$ cat src/rtl/mmio_peripheral.sv
// mmio_peripheral: 16-byte MMIO register window on the data-memory bus.
// Holds the PWM duty register (LED/RGB) and free-running microsecond and
// millisecond counters. Loads are registered with one cycle of latency.
module mmio_peripheral #(
   parameter logic [31:0] BASE_ADDR   = 32'hFFFF_FFF0,
   parameter int unsigned CLK_FREQ_HZ = 12_000_000
) (
   input  logic        clk,
   input  logic        reset,
   input  logic [2:0]  funct3,
   input  logic        dmem_wren,
   input  logic [31:0] dmem_address,
   input  logic [31:0] dmem_data_in,
   output logic [31:0] dmem_data_out,
   output logic        hit,
   output logic        led,
   output logic        red,
   output logic        green,
   output logic        blue
);

   localparam int unsigned US_DIV = CLK_FREQ_HZ / 1_000_000;
   localparam int unsigned US_W   = $clog2(US_DIV);
   localparam int unsigned MS_W   = 10;
   localparam int unsigned MS_DIV = 1000;

   localparam logic [1:0] OFF_DUTY   = 2'd0;
   localparam logic [1:0] OFF_MICROS = 2'd1;
   localparam logic [1:0] OFF_MILLIS = 2'd2;

   // Bus decode
   logic        w_in_win;
   logic [1:0]  w_off;
   logic [1:0]  w_lane;
   logic [3:0]  w_be;
   logic [31:0] w_wdata;
   logic [31:0] w_rword;
   logic [15:0] w_shift;
   logic [31:0] w_rdata;

   // Timebase
   logic            w_us_tick;
   logic            w_ms_wrap;
   logic [US_W-1:0] r_us_pre;
   logic [MS_W-1:0] r_ms_pre;
   logic [31:0]     r_micros;
   logic [31:0]     r_millis;

   // Registers and PWM
   logic [31:0] r_duty;
   logic [31:0] r_shadow;
   logic [7:0]  r_pwm_cnt;
   logic [3:0]  r_pwm;
   logic [7:0]  w_cnt_nxt;
   logic [31:0] w_shadow_nxt;
   logic [3:0]  w_pwm_nxt;
   logic [31:0] r_data_out;
   logic        r_hit;

   assign w_in_win = (dmem_address[31:4] == BASE_ADDR[31:4]);
   assign w_off    = dmem_address[3:2];
   assign w_lane   = dmem_address[1:0];

   // Store byte enables and lane-replicated store data; only aligned sb/sh/sw to DUTY commit
   always_comb begin
      w_be    = 4'b0000;
      w_wdata = dmem_data_in;
      case (funct3)
         3'b000: begin
            w_be    = 4'b0001 << w_lane;
            w_wdata = {4{dmem_data_in[7:0]}};
         end
         3'b001: begin
            if (!w_lane[0]) w_be = w_lane[1] ? 4'b1100 : 4'b0011;
            w_wdata = {2{dmem_data_in[15:0]}};
         end
         3'b010: begin
            if (w_lane == 2'b00) w_be = 4'b1111;
         end
         default: w_be = 4'b0000;
      endcase
      if (!(dmem_wren && w_in_win && (w_off == OFF_DUTY))) w_be = 4'b0000;
   end

   // Load path: select register, shift addressed lane(s) down, extend, zero on misalignment
   always_comb begin
      case (w_off)
         OFF_DUTY:   w_rword = r_duty;
         OFF_MICROS: w_rword = r_micros;
         OFF_MILLIS: w_rword = r_millis;
         default:    w_rword = 32'd0;
      endcase
      w_shift = 16'(w_rword >> {w_lane, 3'b000});
      w_rdata = 32'd0;
      case (funct3[1:0])
         2'b00: w_rdata = funct3[2] ? {24'd0, w_shift[7:0]}
                                    : {{24{w_shift[7]}}, w_shift[7:0]};
         2'b01: begin
            if (!w_lane[0])
               w_rdata = funct3[2] ? {16'd0, w_shift[15:0]}
                                   : {{16{w_shift[15]}}, w_shift[15:0]};
         end
         default: begin
            if (w_lane == 2'b00) w_rdata = w_rword;
         end
      endcase
   end

   // Bus-side registers: DUTY lanes, registered load data and hit flag
   always_ff @(posedge clk) begin
      if (!reset) begin
         r_duty     <= 32'd0;
         r_data_out <= 32'd0;
         r_hit      <= 1'b0;
      end else begin
         for (int i = 0; i < 4; i++) begin
            if (w_be[i]) r_duty[8*i +: 8] <= w_wdata[8*i +: 8];
         end
         r_data_out <= w_in_win ? w_rdata : 32'd0;
         r_hit      <= w_in_win;
      end
   end

   assign w_us_tick = (r_us_pre == US_W'(US_DIV - 1));
   assign w_ms_wrap = w_us_tick && (r_ms_pre == MS_W'(MS_DIV - 1));

   // Microsecond prescaler and counter, millisecond prescaler and counter
   always_ff @(posedge clk) begin
      if (!reset) begin
         r_us_pre <= '0;
         r_ms_pre <= '0;
         r_micros <= 32'd0;
         r_millis <= 32'd0;
      end else begin
         r_us_pre <= w_us_tick ? US_W'(0) : r_us_pre + US_W'(1);
         if (w_us_tick) begin
            r_micros <= r_micros + 32'd1;
            r_ms_pre <= w_ms_wrap ? MS_W'(0) : r_ms_pre + MS_W'(1);
         end
         if (w_ms_wrap) r_millis <= r_millis + 32'd1;
      end
   end

   // Next PWM state: shadows reload at the period boundary so outputs equal cnt < shadow
   always_comb begin
      w_cnt_nxt    = r_pwm_cnt + 8'd1;
      w_shadow_nxt = (r_pwm_cnt == 8'hFF) ? r_duty : r_shadow;
      for (int i = 0; i < 4; i++) begin
         w_pwm_nxt[i] = (w_cnt_nxt < w_shadow_nxt[8*i +: 8]);
      end
   end

   // PWM counter, shadow duties and registered channel outputs
   always_ff @(posedge clk) begin
      if (!reset) begin
         r_pwm_cnt <= 8'd0;
         r_shadow  <= 32'd0;
         r_pwm     <= 4'd0;
      end else begin
         r_pwm_cnt <= w_cnt_nxt;
         r_shadow  <= w_shadow_nxt;
         r_pwm     <= w_pwm_nxt;
      end
   end

   assign dmem_data_out = r_data_out;
   assign hit           = r_hit;
   assign led           = r_pwm[0];
   assign red           = r_pwm[1];
   assign green         = r_pwm[2];
   assign blue          = r_pwm[3];

endmodule

$ cat config.mk
export PLATFORM = sky130hd
export DESIGN_NAME = mmio_peripheral
export DESIGN_NICKNAME = d
export VERILOG_FILES = /design/src/rtl/mmio_peripheral.sv
export SDC_FILE = /design/constraint.sdc
export NUM_CORES = 1
export LEC_CHECK = 0
export CAP_MARGIN = 20
export CORE_MARGIN = 5
export CORE_UTILIZATION = 45
export DETAILED_ROUTE_END_ITERATION = 10
export DONT_BUFFER_PORTS = 1
export SETUP_SLACK_MARGIN = 0.2
export SLEW_MARGIN = 40
export SYNTH_ARGS = -nofsm -noshare
export SYNTH_HDL_FRONTEND = slang
export SYNTH_SLANG_ARGS = --single-unit
$ cat constraint.sdc
create_clock -name clk -period 6.5 [get_ports clk]
set_clock_uncertainty 0.2 [all_clocks]
set_input_delay 1.3 -clock clk [delete_from_list [all_inputs] [get_ports clk]]
set_output_delay 1.3 -clock clk [all_outputs]
set_load 0.02 [all_outputs]
# Word level (Yosys, flattened, before mapping)
# Cells that the tools add are included.
[op_classes]
shift = 2
n_bitwise = 1
magnitude_cmp = 4
mux = 14
eq_ne = 9
addsub = 5
n_reduce_logical = 9
[ops]
columns = ["operator", "count"]
rows = [
  ["$mux 32", 5],
  ["$pmux 32 s2", 2],
  ["$pmux 32 s3", 1],
  ["$add 32x1->32 const B", 2],
  ["$lt 8x8->1", 4],
  ["$shr 32x5->16", 1],
  ["$eq 28x28->1 const B", 1],
  ["$mux 4", 4],
  ["$pmux 4 s3", 1],
  ["$add 10x1->10 const B", 1],
  ["$eq 10x10->1 const B", 1],
  ["$mux 10", 1],
  ["$add 8x1->8 const B", 1],
  ["$eq 8x8->1 const B", 1],
  ["$logic_not 2->1", 3],
  ["$add 4x1->4 const B", 1],
  ["$eq 2x1->1 const B", 2],
  ["$eq 4x4->1 const B", 1],
  ["$shl 1x2->4 const A", 1],
  ["$eq 3x1->1 const B", 1],
  ["$eq 3x2->1 const B", 1],
  ["$logic_and 1x1->1", 3],
  ["$logic_not 3->1", 1],
  ["$eq 2x2->1 const B", 1],
  ["other kinds (3)", 3],
]
[word_totals]
in_bits = 70
out_inout_bits = 37
ff_bits = 187
word_cells = 57

# Longest topological paths before layout
[logic_depth]
depth_word = 6
depth_mapped = 11
mapped_depth_nobuf = 10

# Worst setup path after synthesis
# OpenSTA, ideal clock, no wires.
[synth_path]
kind = "input -> register"
startpoint = "in dmem_address[30]"
endpoint = "reg r_duty[21]"
slack_ns = 3.387
arrival_time_ns = 2.822
stages = 6
required_ns = 6.209
path_cell_list = "nand4_1 -> or4_4 -> nor4_4 -> buf_6 -> nor2_1 -> a311oi_1"
[synth_via]
elab_chain_len = 4
[synth_lines]
columns = ["element", "line", "source"]
rows = [
  ["start: declaration", "12", "input logic [31:0] dmem_address,"],
  ["$eq 28x28->1", "60", "assign w_in_win = (dmem_address[31:4] == BASE_ADDR[31:4]);"],
  ["$logic_and 1x1->1 (2 in a row)", "82", "if (!(dmem_wren && w_in_win && (w_off == OFF_DUTY))) w_be = 4'b0000;"],
  ["$mux 4", "82", ""],
  ["end signal: indexed assignment", "117", "if (w_be[i]) r_duty[8*i +: 8] <= w_wdata[8*i +: 8];"],
  ["end: declaration", "50", "logic [31:0] r_duty;"],
]
# No other way between the ends.
# A chain may end at the register's enable or synchronous reset.

# Final worst setup path
[layout_path]
startpoint = "reg r_pwm_cnt[0]"
endpoint = "reg r_pwm[1]"
[layout_via]
elab_chain_len = 3
elab_cells_between_ends = 4
[layout_lines]
columns = ["element", "line", "source"]
rows = [
  ["start: declaration", "52", "logic [7:0] r_pwm_cnt;"],
  ["start signal: assignment", "160", "r_pwm_cnt <= w_cnt_nxt;"],
  ["branches (longest 2 deep; another with $add 8x1->8)", "--", ""],
  ["$lt 8x8->1 (*)", "149", "w_pwm_nxt[i] = (w_cnt_nxt < w_shadow_nxt[8*i +: 8]);"],
  ["end signal: assignment", "162", "r_pwm <= w_pwm_nxt;"],
  ["end: declaration", "53", "logic [3:0] r_pwm;"],
]
# Every way passes the cells marked *.

==> flow_summary_export.csv <==
group,metric,value,unit
placed_design,hpwlAfterDp,18.8,mm
layout,nets_finish,1106,
worst_setup_path,critPathCapture,"r_pwm[1]",
status,status,"finished, final reports clean",
cts,root_buffer_selected_by_cts,"clkbuf_16",
power_and_ir_drop,sw_frac_of_total,0.232,
timing,clock.fmax,0.273,GHz
grt,grt.overflow.total,0,
cts,clock_sink_total,187,
layout,multi_input_gate_area_in_the_final_layout,0.00542,mm2
worst_setup_path,sort_of_element_at_the_end_of_the_critical_path,"register",
grt,grt_pass1_wl,40.1,mm
logic_synthesis,dominantRegCellSynth,"dfxtp_1",
placed_design,gp_congestion,0.902,
logic_synthesis,netlist_instances,1039,
die,chipHeight,155,um
drt,detail_route.drc_violations,0,
logic_synthesis,avgSynthCellArea,9.07,um2
cts,cts.reportedPaths.clkPinSlew,80,ps
timing,final_period_minus_worst_setup_slack,3660,ps
cts,cts_setup_buffers,0,
logic_synthesis,async_flop_share,0,
logic_synthesis,post_synth_instance_area,0.00942,mm2
die,fp-row-count,53,
worst_setup_path,timing_worst_setup_path_type,"reg -> reg",
drt,1st_iter_drt_viols,659,
timing,setup_total_neg_slack,0,ps
timing,finalSetupViolations,0,
placed_design,io_buffer_count,0,
logic_synthesis,ys.warnings.count,0,
logic_synthesis,synth_top_area_cells,"dfxtp_1 40%, mux2i_1 9.2%, nor2_1 5.1%, ha_1 4.4%, xor2_1 3.9%",
power_and_ir_drop,switchingPower,537,uW
cts,holdBufCountCts,0,
worst_setup_path,r2r_cells,11,
layout,area_growth_from_synthesis_to_layout,8.19,%
logic_synthesis,postSynthRegisterBits,187,
drt,postRouteWirelength,25.7,mm
timing,finalCritPeriodShare,0.563,
drt,antenna_violating_nets_post_route,0,
layout,antenna_cells,0,
power_and_ir_drop,max-vdd-ir-drop,0.000153,V
job,maxCapViolCount,0,
timing,report.final.hold_viol_count,0,
worst_setup_path,rrSetupSlack,2840,ps
die,core-area,0.0208,mm2
logic_synthesis,synthDominantCellAreaShare,0.397,
worst_setup_path,crit_path_start,"r_pwm_cnt[0]",
die,die_x,155,um
drt,vias_per_cell,5.93,
worst_setup_path,required,6660,ps
worst_setup_path,critical_path_peak_fanout,25,
die,top_level_ports,107,
logic_synthesis,mappedNetlistNets,1142,
power_and_ir_drop,pwr_density_cell,227,mW/mm2
layout,num-fill-cells,1996,
cts,clock_tree.htree_level_count,4,
power_and_ir_drop,pwr-share-seq,0.502,
logic_synthesis,ys_seq_area_frac,0.397,
timing,timing_max_transition_violations_final,0,
worst_hold_path,hp-class,"reg -> reg",
die,initial_utilization,0.453,
drt,dr_total_vias,7655,
drt,dr.pass1.iters,6,
power_and_ir_drop,cellLeakagePower,3.57,nW
grt,grt_pass1_vias,6946,
layout,layout-drive-gt1-share,0.0679,
worst_setup_path,r2r_start,"r_pwm_cnt[0]",
power_and_ir_drop,power.share.clock,0.454,
power_and_ir_drop,power.combinational.fraction,0.043,
grt,antenna_found_initial,0,
logic_synthesis,yosys-top-cells-count,"187 x dfxtp_1, 127 x nor2_1, 87 x mux2i_1, 84 x nand2_1, 44 x o21ai_0",
power_and_ir_drop,finalPower,2.31,mW
grt,grt_max_degree,84,
timing,tightest_slew,784,ps
logic_synthesis,netlist.top_cell.by_area,"dfxtp_1",
timing,worst_slew_slack_as_a_fraction_of_its_limit,0.476,
drt,drt-wirelength-per-cell,19.9,um
die,area_of_the_die,0.0239,mm2
power_and_ir_drop,internal_power,1.77,mW
layout,area.sequential,0.00374,mm2
worst_setup_path,timing.rr.end,"r_pwm[1]",
logic_synthesis,number_of_enable_flip_flop_cells_after_synthesis,0,
timing,rsz_0062_raised_after_global_routing,"false",
logic_synthesis,synthMostInstantiatedCell,"dfxtp_1",
worst_setup_path,start_kind,"register",
cts,cts_max_path_buffers,2,
grt,grtUsageTotal,0.214,
logic_synthesis,synthDistinctLibCells,66,
worst_setup_path,cp.arrival,3820,ps
cts,cts-resized-gates,0,
cts,clock_latency,440,ps
cts,cts_tree,"built",
cts,cts_inserted_buffers,17,
==> state kept, by name (all words and copies together), names as in the netlist, 8 cells and up <==
name,count
dmem_data_out,32
r_duty,32
r_micros,32
r_millis,32
r_ms_pre,10
r_pwm_cnt,8
r_shadow,32
==> through the flow <==
step	util	hold slack, ps	setup slack [ps]	area (um2)	instances
floorplan	-	232	3390	9420	1039
global placement	0.459	252	2260	9550	1257
detailed placement	0.460	270	2550	9570	1257
CTS	0.488	278	2810	10200	1289
global route	0.490	317	2510	10200	1291
finish	0.490	267	2840	10200	1291
==> cell usage in the layout (no fill, tap or decap), drive strengths merged, types with 7 or more instances in the layout <==
master | synthesis | final
dfxtp | 187 | 187
o2bb2ai | 14 | 14
a311oi | 9 | 9
ha | 33 | 33
nand3 | 30 | 30
and2 | 12 | 12
inv | 8 | 15
nor2 | 127 | 127
a21oi | 42 | 42
or3 | 13 | 13
a31oi | 20 | 20
and3 | 22 | 22
o31ai | 8 | 8
or4 | 12 | 12
buf | 28 | 8
mux2i | 87 | 87
xnor2 | 12 | 12
and4 | 10 | 10
nor4 | 7 | 7
a22o | 8 | 8
nand2 | 84 | 84
clkbuf | 35 | 19
o21ai | 44 | 44
xor2 | 42 | 42
a211oi | 10 | 10
nor2b | 16 | 16
nand4 | 35 | 35
mux4 | 7 | 7
a211o | 12 | 12
==> power groups by stage <==
stage          logic, mW  registers (mW)  clock network, mW
2_1_floorplan     0.0990            1.19                  0
6_report           0.100            1.16               1.05
4_1_cts            0.100            1.16               1.08
5_1_grt            0.113            1.16               1.12
3_3_place_gp      0.0986            1.19                  0
3_5_place_dp      0.0999            1.19                  0
==> logic make-up after synthesis <==
kind of cell | synth area share
AOI/OAI and AO/OA | 0.145
xor gates and xnor gates | 0.0502
adders and majority gates | 0.0438
buffers and inverters | 0.0331
DFF | 0.397
muxes | 0.114
and+or+nand+nor | 0.217
==> worst min-delay path by stage <==
stage	start	endpoint	slack (ps)	cells after the start
2_1_floorplan	r_us_pre[0]	r_us_pre[0]	230	1
3_3_place_gp	r_us_pre[0]	r_us_pre[0]	250	1
3_5_place_dp	r_us_pre[0]	r_us_pre[0]	270	1
4_1_cts	r_us_pre[0]	r_us_pre[0]	280	1
5_1_grt	r_us_pre[0]	r_us_pre[0]	320	1
6_report	r_us_pre[0]	r_us_pre[0]	270	1
==> area by class of cell <==
| cell class | count | area share |
|---|---|---|
| inverters | 9 | 0.00356 |
| clock buffers | 19 | 0.0425 |
| multi-input cells | 780 | 0.532 |
| well taps | 275 | 0.0338 |
| flip-flops and latches | 187 | 0.367 |
| clock inverters | 13 | 0.0152 |
| repair buffers | 8 | 0.00626 |
==> critical path, cell delays in order, from the launching register on <==
cell and delay (ps):
dfxtp_1 510, ha_1 260, nand2_1 120, nor3_4 540, buf_4 480, mux2i_1 300, ha_1 280, nor2b_1 130
o21a_1 170, o21a_1 160, a211o_1 260, a31oi_1 150
==> metal layers <==
layer  vias up  part of all wire  wire length (um)  GRT usage
met5         -                 0                 0          0
met3        32             0.069              1790     0.0565
met4         0             0.023               592     0.0677
met2       252              0.47             12000      0.338
met1      3643              0.44             11300      0.286
li1       3728                 -                 -          -
Note: power is estimated with default switching activity, not from simulation.
